## config.mk

```make
export PLATFORM = sky130hd
export DESIGN_NAME = uart_rx
export DESIGN_NICKNAME = d
export VERILOG_FILES = /design/src/rtl/uart_pkg.sv /design/src/rtl/uart_bit_timer.sv /design/src/rtl/uart_rx.sv
export SDC_FILE = /design/constraint.sdc
export NUM_CORES = 1
export LEC_CHECK = 0
export ABC_AREA = 0
export CORE_MARGIN = 2
export CORE_UTILIZATION = 57
export DETAILED_ROUTE_END_ITERATION = 6
export PLACE_DENSITY = 0.78
export SLEW_MARGIN = 25
export SYNTH_ARGS = -nofsm -noshare
export SYNTH_HDL_FRONTEND = slang
export SYNTH_SLANG_ARGS = --single-unit
```

## constraint.sdc

```tcl
create_clock -name clk -period 2 [get_ports clk]
set_clock_uncertainty 0.2 [all_clocks]
set_input_delay 0.2 -clock clk [delete_from_list [all_inputs] [get_ports clk]]
set_output_delay 0.2 -clock clk [all_outputs]
set_load 0.01 [all_outputs]
```

## src/rtl/uart_pkg.sv

```systemverilog
// Shared UART definitions: receiver state encoding and the bit-timing helper
// that uart_tx and uart_rx both use, so the two ends agree on bit length.
package uart_pkg;

   typedef enum logic [2:0] {
      IDLE,
      START,
      DATA,
      PARITY,
      STOP,
      WAIT_IDLE
   } uart_state_e;

   // Wide enough to index up to 9 payload bits.
   localparam int IDX_W = 4;

   function automatic int clks_per_bit(input int clk_freq, input int baud_rate);
      return clk_freq / baud_rate;
   endfunction

endpackage

```

## src/rtl/uart_bit_timer.sv

```systemverilog
// Bit-period counter for the UART receiver: half_tick marks mid start bit,
// full_tick marks every bit boundary after a clear.
module uart_bit_timer #(
   parameter int CLKS_PER_BIT = 5625
) (
   input  logic clk,
   input  logic rst_n,
   input  logic clear,
   output logic half_tick,
   output logic full_tick
);

   localparam int HALF_BIT = CLKS_PER_BIT / 2;
   localparam int CNT_W    = $clog2(CLKS_PER_BIT);

   logic [CNT_W-1:0] cnt_q;

   // NOTE: sequential state is assigned with <= so every flop samples the
   // pre-edge values of its inputs, independent of block ordering.
   always_ff @(posedge clk or negedge rst_n) begin
      if (!rst_n) begin
         cnt_q <= '0;
      end else if (clear || full_tick) begin
         cnt_q <= '0;
      end else begin
         cnt_q <= cnt_q + CNT_W'(1);
      end
   end

   assign half_tick = (cnt_q == CNT_W'(HALF_BIT - 1));
   assign full_tick = (cnt_q == CNT_W'(CLKS_PER_BIT - 1));

endmodule

```

## src/rtl/uart_rx.sv

```systemverilog
// UART receiver: 2-flop synchronised rx, mid-bit sampling, 8N1 framing.
// Define UART_RX_PARITY_EN to add an even-parity bit between data and stop.
module uart_rx
   import uart_pkg::*;
#(
   parameter int BAUD_RATE = 4800,
   parameter int DATA_BITS = 8,
   parameter int CLK_FREQ  = 27_000_000
) (
   input  logic                 clk,
   input  logic                 rst_n,
   input  logic                 rx,
   output logic [DATA_BITS-1:0] data,
   output logic                 data_update,
   output logic                 frame_error,
   output logic                 busy
);

   localparam int CLKS_PER_BIT = clks_per_bit(CLK_FREQ, BAUD_RATE);

   uart_state_e          state_q, state_d;
   logic                 rx_meta, rx_s;
   logic                 tmr_clear, half_tick, full_tick;
   logic                 sample_bit, accept, reject, par_bad;
   logic [IDX_W-1:0]     bit_idx_q;
   logic [DATA_BITS-1:0] shift_q, data_q;
   logic                 data_update_q, frame_error_q;

   // Synchroniser resets to the idle (high) line level.
   always_ff @(posedge clk or negedge rst_n) begin
      if (!rst_n) begin
         rx_meta <= 1'b1;
         rx_s    <= 1'b1;
      end else begin
         rx_meta <= rx;
         rx_s    <= rx_meta;
      end
   end

   uart_bit_timer #(.CLKS_PER_BIT(CLKS_PER_BIT)) u_timer (
      .clk       (clk),
      .rst_n     (rst_n),
      .clear     (tmr_clear),
      .half_tick (half_tick),
      .full_tick (full_tick)
   );

`ifdef UART_RX_PARITY_EN
   logic sample_par;
   logic par_err_q;

   always_ff @(posedge clk or negedge rst_n) begin
      if (!rst_n) begin
         par_err_q <= 1'b0;
      end else if (state_q == START) begin
         par_err_q <= 1'b0;
      end else if (sample_par) begin
         par_err_q <= ^{shift_q, rx_s};
      end
   end

   assign par_bad = par_err_q;
`else
   assign par_bad = 1'b0;
`endif

   always_ff @(posedge clk or negedge rst_n) begin
      if (!rst_n) begin
         state_q <= IDLE;
      end else begin
         state_q <= state_d;
      end
   end

   // NOTE: every output of this block gets a default first, so no path can
   // leave a signal unassigned and infer a latch.
   always_comb begin
      state_d    = state_q;
      tmr_clear  = 1'b0;
      sample_bit = 1'b0;
      accept     = 1'b0;
      reject     = 1'b0;
`ifdef UART_RX_PARITY_EN
      sample_par = 1'b0;
`endif
      case (state_q)
         IDLE: begin
            tmr_clear = 1'b1;
            if (!rx_s) state_d = START;
         end
         START: begin
            if (half_tick) begin
               tmr_clear = 1'b1;
               state_d   = rx_s ? IDLE : DATA;
            end
         end
         DATA: begin
            if (full_tick) begin
               sample_bit = 1'b1;
               if (bit_idx_q == IDX_W'(DATA_BITS - 1)) begin
`ifdef UART_RX_PARITY_EN
                  state_d = PARITY;
`else
                  state_d = STOP;
`endif
               end
            end
         end
`ifdef UART_RX_PARITY_EN
         PARITY: begin
            if (full_tick) begin
               sample_par = 1'b1;
               state_d    = STOP;
            end
         end
`endif
         STOP: begin
            if (full_tick) begin
               if (!rx_s) begin
                  reject  = 1'b1;
                  state_d = WAIT_IDLE;
               end else if (par_bad) begin
                  reject  = 1'b1;
                  state_d = IDLE;
               end else begin
                  accept  = 1'b1;
                  state_d = IDLE;
               end
            end
         end
         WAIT_IDLE: begin
            if (rx_s) state_d = IDLE;
         end
         default: state_d = IDLE;
      endcase
   end

   always_ff @(posedge clk or negedge rst_n) begin
      if (!rst_n) begin
         shift_q       <= '0;
         bit_idx_q     <= '0;
         data_q        <= '0;
         data_update_q <= 1'b0;
         frame_error_q <= 1'b0;
      end else begin
         data_update_q <= accept;
         frame_error_q <= reject;
         if (state_q == START) begin
            bit_idx_q <= '0;
         end else if (sample_bit) begin
            shift_q   <= {rx_s, shift_q[DATA_BITS-1:1]};
            bit_idx_q <= bit_idx_q + IDX_W'(1);
         end
         if (accept) data_q <= shift_q;
      end
   end

   assign data        = data_q;
   assign data_update = data_update_q;
   assign frame_error = frame_error_q;
   assign busy        = (state_q != IDLE) && (state_q != START);

endmodule

```

# ---- Yosys cells after proc, flatten, opt, wreduce, memory -nomap -nowiden
# Index checks and enable logic that the tools add are counted.
dict set report classes {
  eq_ne 14
  n_bitwise 1
  addsub 2
  mux 22
  reduce_logical 7
}
# operator count
set ops {}
lappend ops {{$mux W3} 7}
lappend ops {{$pmux W3 S5} 1}
lappend ops {{$add A13 B1 Y13 const B} 1}
lappend ops {{$eq A13 B12 Y1 const B} 1}
lappend ops {{$eq A13 B13 Y1 const B} 1}
lappend ops {{$mux W13} 1}
lappend ops {{$mux W1} 9}
lappend ops {{$mux W4} 2}
lappend ops {{$ne A2 B2 Y1 const B} 4}
lappend ops {{$eq A3 B3 Y1 const B} 2}
lappend ops {{$reduce_and A6 Y1} 1}
lappend ops {{$add A4 B1 Y4 const B} 1}
lappend ops {{$eq A4 B3 Y1 const B} 1}
lappend ops {{$ne A2 B1 Y1 const B} 2}
lappend ops {{$eq A3 B1 Y1 const B} 1}
lappend ops {{$eq A3 B2 Y1 const B} 1}
lappend ops {{$logic_not A3 Y1} 1}
lappend ops {{$ne A3 B1 Y1 const B} 1}
lappend ops {{$reduce_bool A3 Y1} 1}
lappend ops {{$mux W2} 1}
lappend ops {{$pmux W1 S2} 1}
lappend ops {{$reduce_and A2 Y1} 1}
lappend ops {{$reduce_bool A2 Y1} 1}
lappend ops {{$logic_and A1 B1 Y1} 1}
lappend ops {{other kinds (2)} 2}
dict set report totals {
  wordCells 55
  reg_bits 40
  in_bits 3
  out_inout_bits 11
}

# ---- Depth between registers and ports, before layout
dict set report depth {
  depth_word 5
  mapped_depth 7
  ltp_nobuf 6
}

# ---- Modules after synthesis
# Synthesis repeated with hierarchy kept, for this count alone.
dict set report hier_totals {
  cells_unflattened 164
  hier_area_um2 1915.6
}
# mod area_each_um2 n_inst seq_area_each_um2 cells_per_inst
set by_module_without_submodules {}
lappend by_module_without_submodules {uart_rx 1173.6 1 678.2 90}
lappend by_module_without_submodules {uart_bit_timer 742.0 1 325.3 74}

# ---- Worst setup path before layout
# OpenSTA, ideal clock, no wires.
dict set report synth_timing {
  path_kind {flip-flop to flip-flop}
  from {reg u_timer.cnt_q[9]}
  to {reg data_q[4], in the netlist data[4]}
  path_stages_with_launch 5
  t_arrival_ns 1.477
  synth_period_minus_slack_ns 1.802
  path_buffers 0
  setup_time_ns 0.125
  required_ns 1.675
  slack_ns 0.198
  path_cell_list {dfrtp_1 -> and4bb_4 -> and4_4 -> nand3_4 -> mux2_4}
}
dict set report synth_between {
  elab_chain_len 3
}
# element line
set synth_rtl {}
lappend synth_rtl {{start: declaration} uart_bit_timer.sv:16} ;# logic [CNT_W-1:0] cnt_q;
lappend synth_rtl {{start signal: assignment} uart_bit_timer.sv:26} ;# cnt_q <= cnt_q + CNT_W'(1);
lappend synth_rtl {{$eq A13 B13 Y1} uart_bit_timer.sv:31} ;# assign full_tick = (cnt_q == CNT_W'(CLKS_PER_BIT - 1));
lappend synth_rtl {{$mux W1} uart_rx.sv:118} ;# if (full_tick) begin
lappend synth_rtl {{$mux W1} uart_rx.sv:86} ;# case (state_q)
lappend synth_rtl {{end signal: assignment} uart_rx.sv:154} ;# if (accept) data_q <= shift_q;
lappend synth_rtl {{end: declaration} uart_rx.sv:26} ;# logic [DATA_BITS-1:0] shift_q, data_q;
# No other way between the ends.
# A chain may end at the register's enable or synchronous reset.

# ---- Worst setup path after layout
dict set report layout_timing {
  from {reg u_timer.cnt_q[9]}
  to {reg data_q[6], in the netlist data[6]}
}
# The elaborated chain is that of the path after synthesis.

==> metrics <==
status=completed; core area=between 3000 and 4000 um2; maxcap violations=0; H-tree Lvls=2; CP Data Arrival Time=between 1.5 and 2 ns; Placement Cell Area=2030 um2; CTS Buf Count=5; top-count cell post-synth=dfrtp_1; power density cells=576 nW/um2; Critical Path Start Type=flop; hold path endpoint=rx_meta$_DFF_PN1_; worst hold-check path type=in -> reg; largest net degree at the start of global routing=25; DIE AREA=roughly 3700 um2; crit path kind=reg -> reg; asr flop ratio synth=1.00; Synth top cells by count=38 x dfrtp_1, 19 x nor2_1, 13 x mux2_2; starting density of the core=0.600; total global-route track usage=0.190; Fillers=238; leakage power=1.00 nW; Detailed Route WL=2970 um; antenna-violating nets left=0; Synth Instances=between 150 and 200; uppermost layer routed=met4; vias post-DR=~1.2k; Finished Cell Area=2100 um2; synthesized area=1830 um2; DRC errors left=0; row cnt=20; layout cells sized above 1=0.227; io pins=14; Synthesized Nets=160; Sink Count=40; Synth Register Bits=40; FF-to-FF setup slack=roughly 0.069 ns; Worst Tran Pin Value=0.402 ns; fmax=0.518 GHz; Final Critical Period=roughly 1.9 ns; register area=roughly 1000 um2; nets=182; setup_tns=0 ns; Avg Vias per Cell=5.49; Root Driver=clkbuf_4; first drt pass iteration count=4; chip width=between 60 and 70 um; WP data required=~2.0 ns; worst reg2reg path endpoint=data[6]$_DFFE_PN0P_; Hold Path Depth=1; Peak VDD IR=0.000456 V; Period Utilization, post-route=0.965; RePlAce Congestion=0.837; final hold vios=0; reg2reg start=u_timer.cnt_q[9]$_DFF_PN0_; Initial DRC Count=61; worst reg2reg path depth=4; Antenna diodes=0; setup repair after global routing missed its margin=false; top post-synthesis cells by area=dfrtp_1 52%, mux2_2 8.0%, nor2_1 3.9%; post-synth top area share=0.519; CTS tree=built; Post-Syn Area per Cell=11.9 um2; CTS Buffer Depth=2; Yosys top cell by area=dfrtp_1; grt ovf=0; synth unique cells=40; Finished Layout Cells=220; Yosys warnings=0; Clock transition at path regs=0.11 ns; die height=60.7 um; Synth-to-Final Area Change=14.7%; vias in the first global route=1146; Final Max Tran Viols=0; Post-DP HPWL=2160 um; initial antenna violation count=0; Synth Flop Type=dfrtp_1; dpl cells=211; worst rel slew slack=0.732; met3 wire len=134 um; CP Max Fanout=9; port bufs=13; Clk Latency, worst-skew pair=0.35 ns; area of the multi-input gates=781 um2; Worst Setup End Kind=flop; final setup fails=0; hold_sp=rx; met1 wire length=between 1000 and 1500 um; met2 wire length=1430 um; sequential area share after synthesis=0.547; first-pass GRT wire length=5110 um; number of synthesized flops with an enable pin=0; WL/cell=approximately 13 um
worst max-delay path, stage by stage (launching register included):
cell and delay (ns):
dfrtp_1 0.46, and4bb_4 0.40, and4_4 0.28, nand3_4 0.15, mux2_4 0.33
cell usage in the layout, fill, tap and decap left out, drive strengths merged, types with 2 or more instances in the layout:
master          n
dfrtp          38
nor2           19
mux2           16
clkdlybuf4s50  12
nand3           9
buf             7
inv             6
xor2            6
nand2           6
clkbuf          6
nand4           6
xnor2           5
a21oi           4
nor3            3
o21ai           3
ha              3
and4            3
and4b           2
and2            2
or3             2
dfstp           2
stage by stage:
stage / hold slack, ns / util / setup WS, ns / total power (W)
global placement: -0.0557 / 0.666 / 0.114 / 0.000855
finish: 0.0544 / 0.689 / 0.0694 / 0.00121
CTS: 0.0486 / 0.685 / 0.0279 / 0.00123
global route: 0.0427 / 0.689 / 0.00862 / 0.00126
detailed placement: -0.0462 / 0.666 / 0.0832 / 0.000856
floorplan: -0.296 / - / 0.198 / 0.000832
state kept, by name (all words and copies together), names as in the netlist:
register,flops
u_timer.cnt_q,13
data,8
shift_q,8
bit_idx_q,4
state_q,3
data_update,1
frame_error,1
rx_meta,1
rx_s,1
per-layer routing:
metal  global-route usage  vias to the layer above
met5                    0                        -
met4               0.0745                        0
met3               0.0576                        7
met1                0.236                      599
li1                     -                      580
met2                0.312                       21
layout make-up:
cell class,count,area share
Timing Repair Buffer,20,0.0917
Inverter,6,0.0107
Multi-Input combinational cell,103,0.371
Clock inverter,1,0.00238
Sequential cell,40,0.478
Clock buffer,6,0.0196
Tap cell,44,0.0262
timing repair:
item                       CTS  global route
hold endpoints to repair    40             0
resized for setup            0             2
setup endpoints to repair    0             3
setup buffers                0             1
hold buffers                 1             0
report_power, final:
group	total, W	switching [W]	internal (W)
combinational	0.0000251	0.0000165	0.00000854
clock	0.000371	0.000241	0.000129
sequential	0.000815	0.00000271	0.000812
worst max-delay path by stage:
stage / cells after the start / startpoint / end
final: 4 / u_timer.cnt_q[9]$_DFF_PN0_ / data[6]$_DFFE_PN0P_
after global routing: 6 / u_timer.cnt_q[1]$_DFF_PN0_ / data[6]$_DFFE_PN0P_
after CTS: 3 / state_q[2]$_DFFE_PN0P_ / busy
after detailed placement: 6 / u_timer.cnt_q[0]$_DFF_PN0_ / data[6]$_DFFE_PN0P_
after global placement: 4 / u_timer.cnt_q[9]$_DFF_PN0_ / data[4]$_DFFE_PN0P_
after floorplan: 4 / u_timer.cnt_q[9]$_DFF_PN0_ / data[4]$_DFFE_PN0P_
cell families after synthesis:
| group | Yosys count | synth area share |
|---|---|---|
| AND/OR/NAND/NOR | 61 | 0.207 |
| flip-flops | 40 | 0.547 |
| multiplexers | 16 | 0.104 |
| AO/OA/AOI/OAI | 12 | 0.0403 |
| XOR/XNOR | 11 | 0.0526 |
| buffers and inverters | 11 | 0.0280 |
| adder cells (fa/ha/maj) | 3 | 0.0205 |
Power figures use the tool's default switching activity.
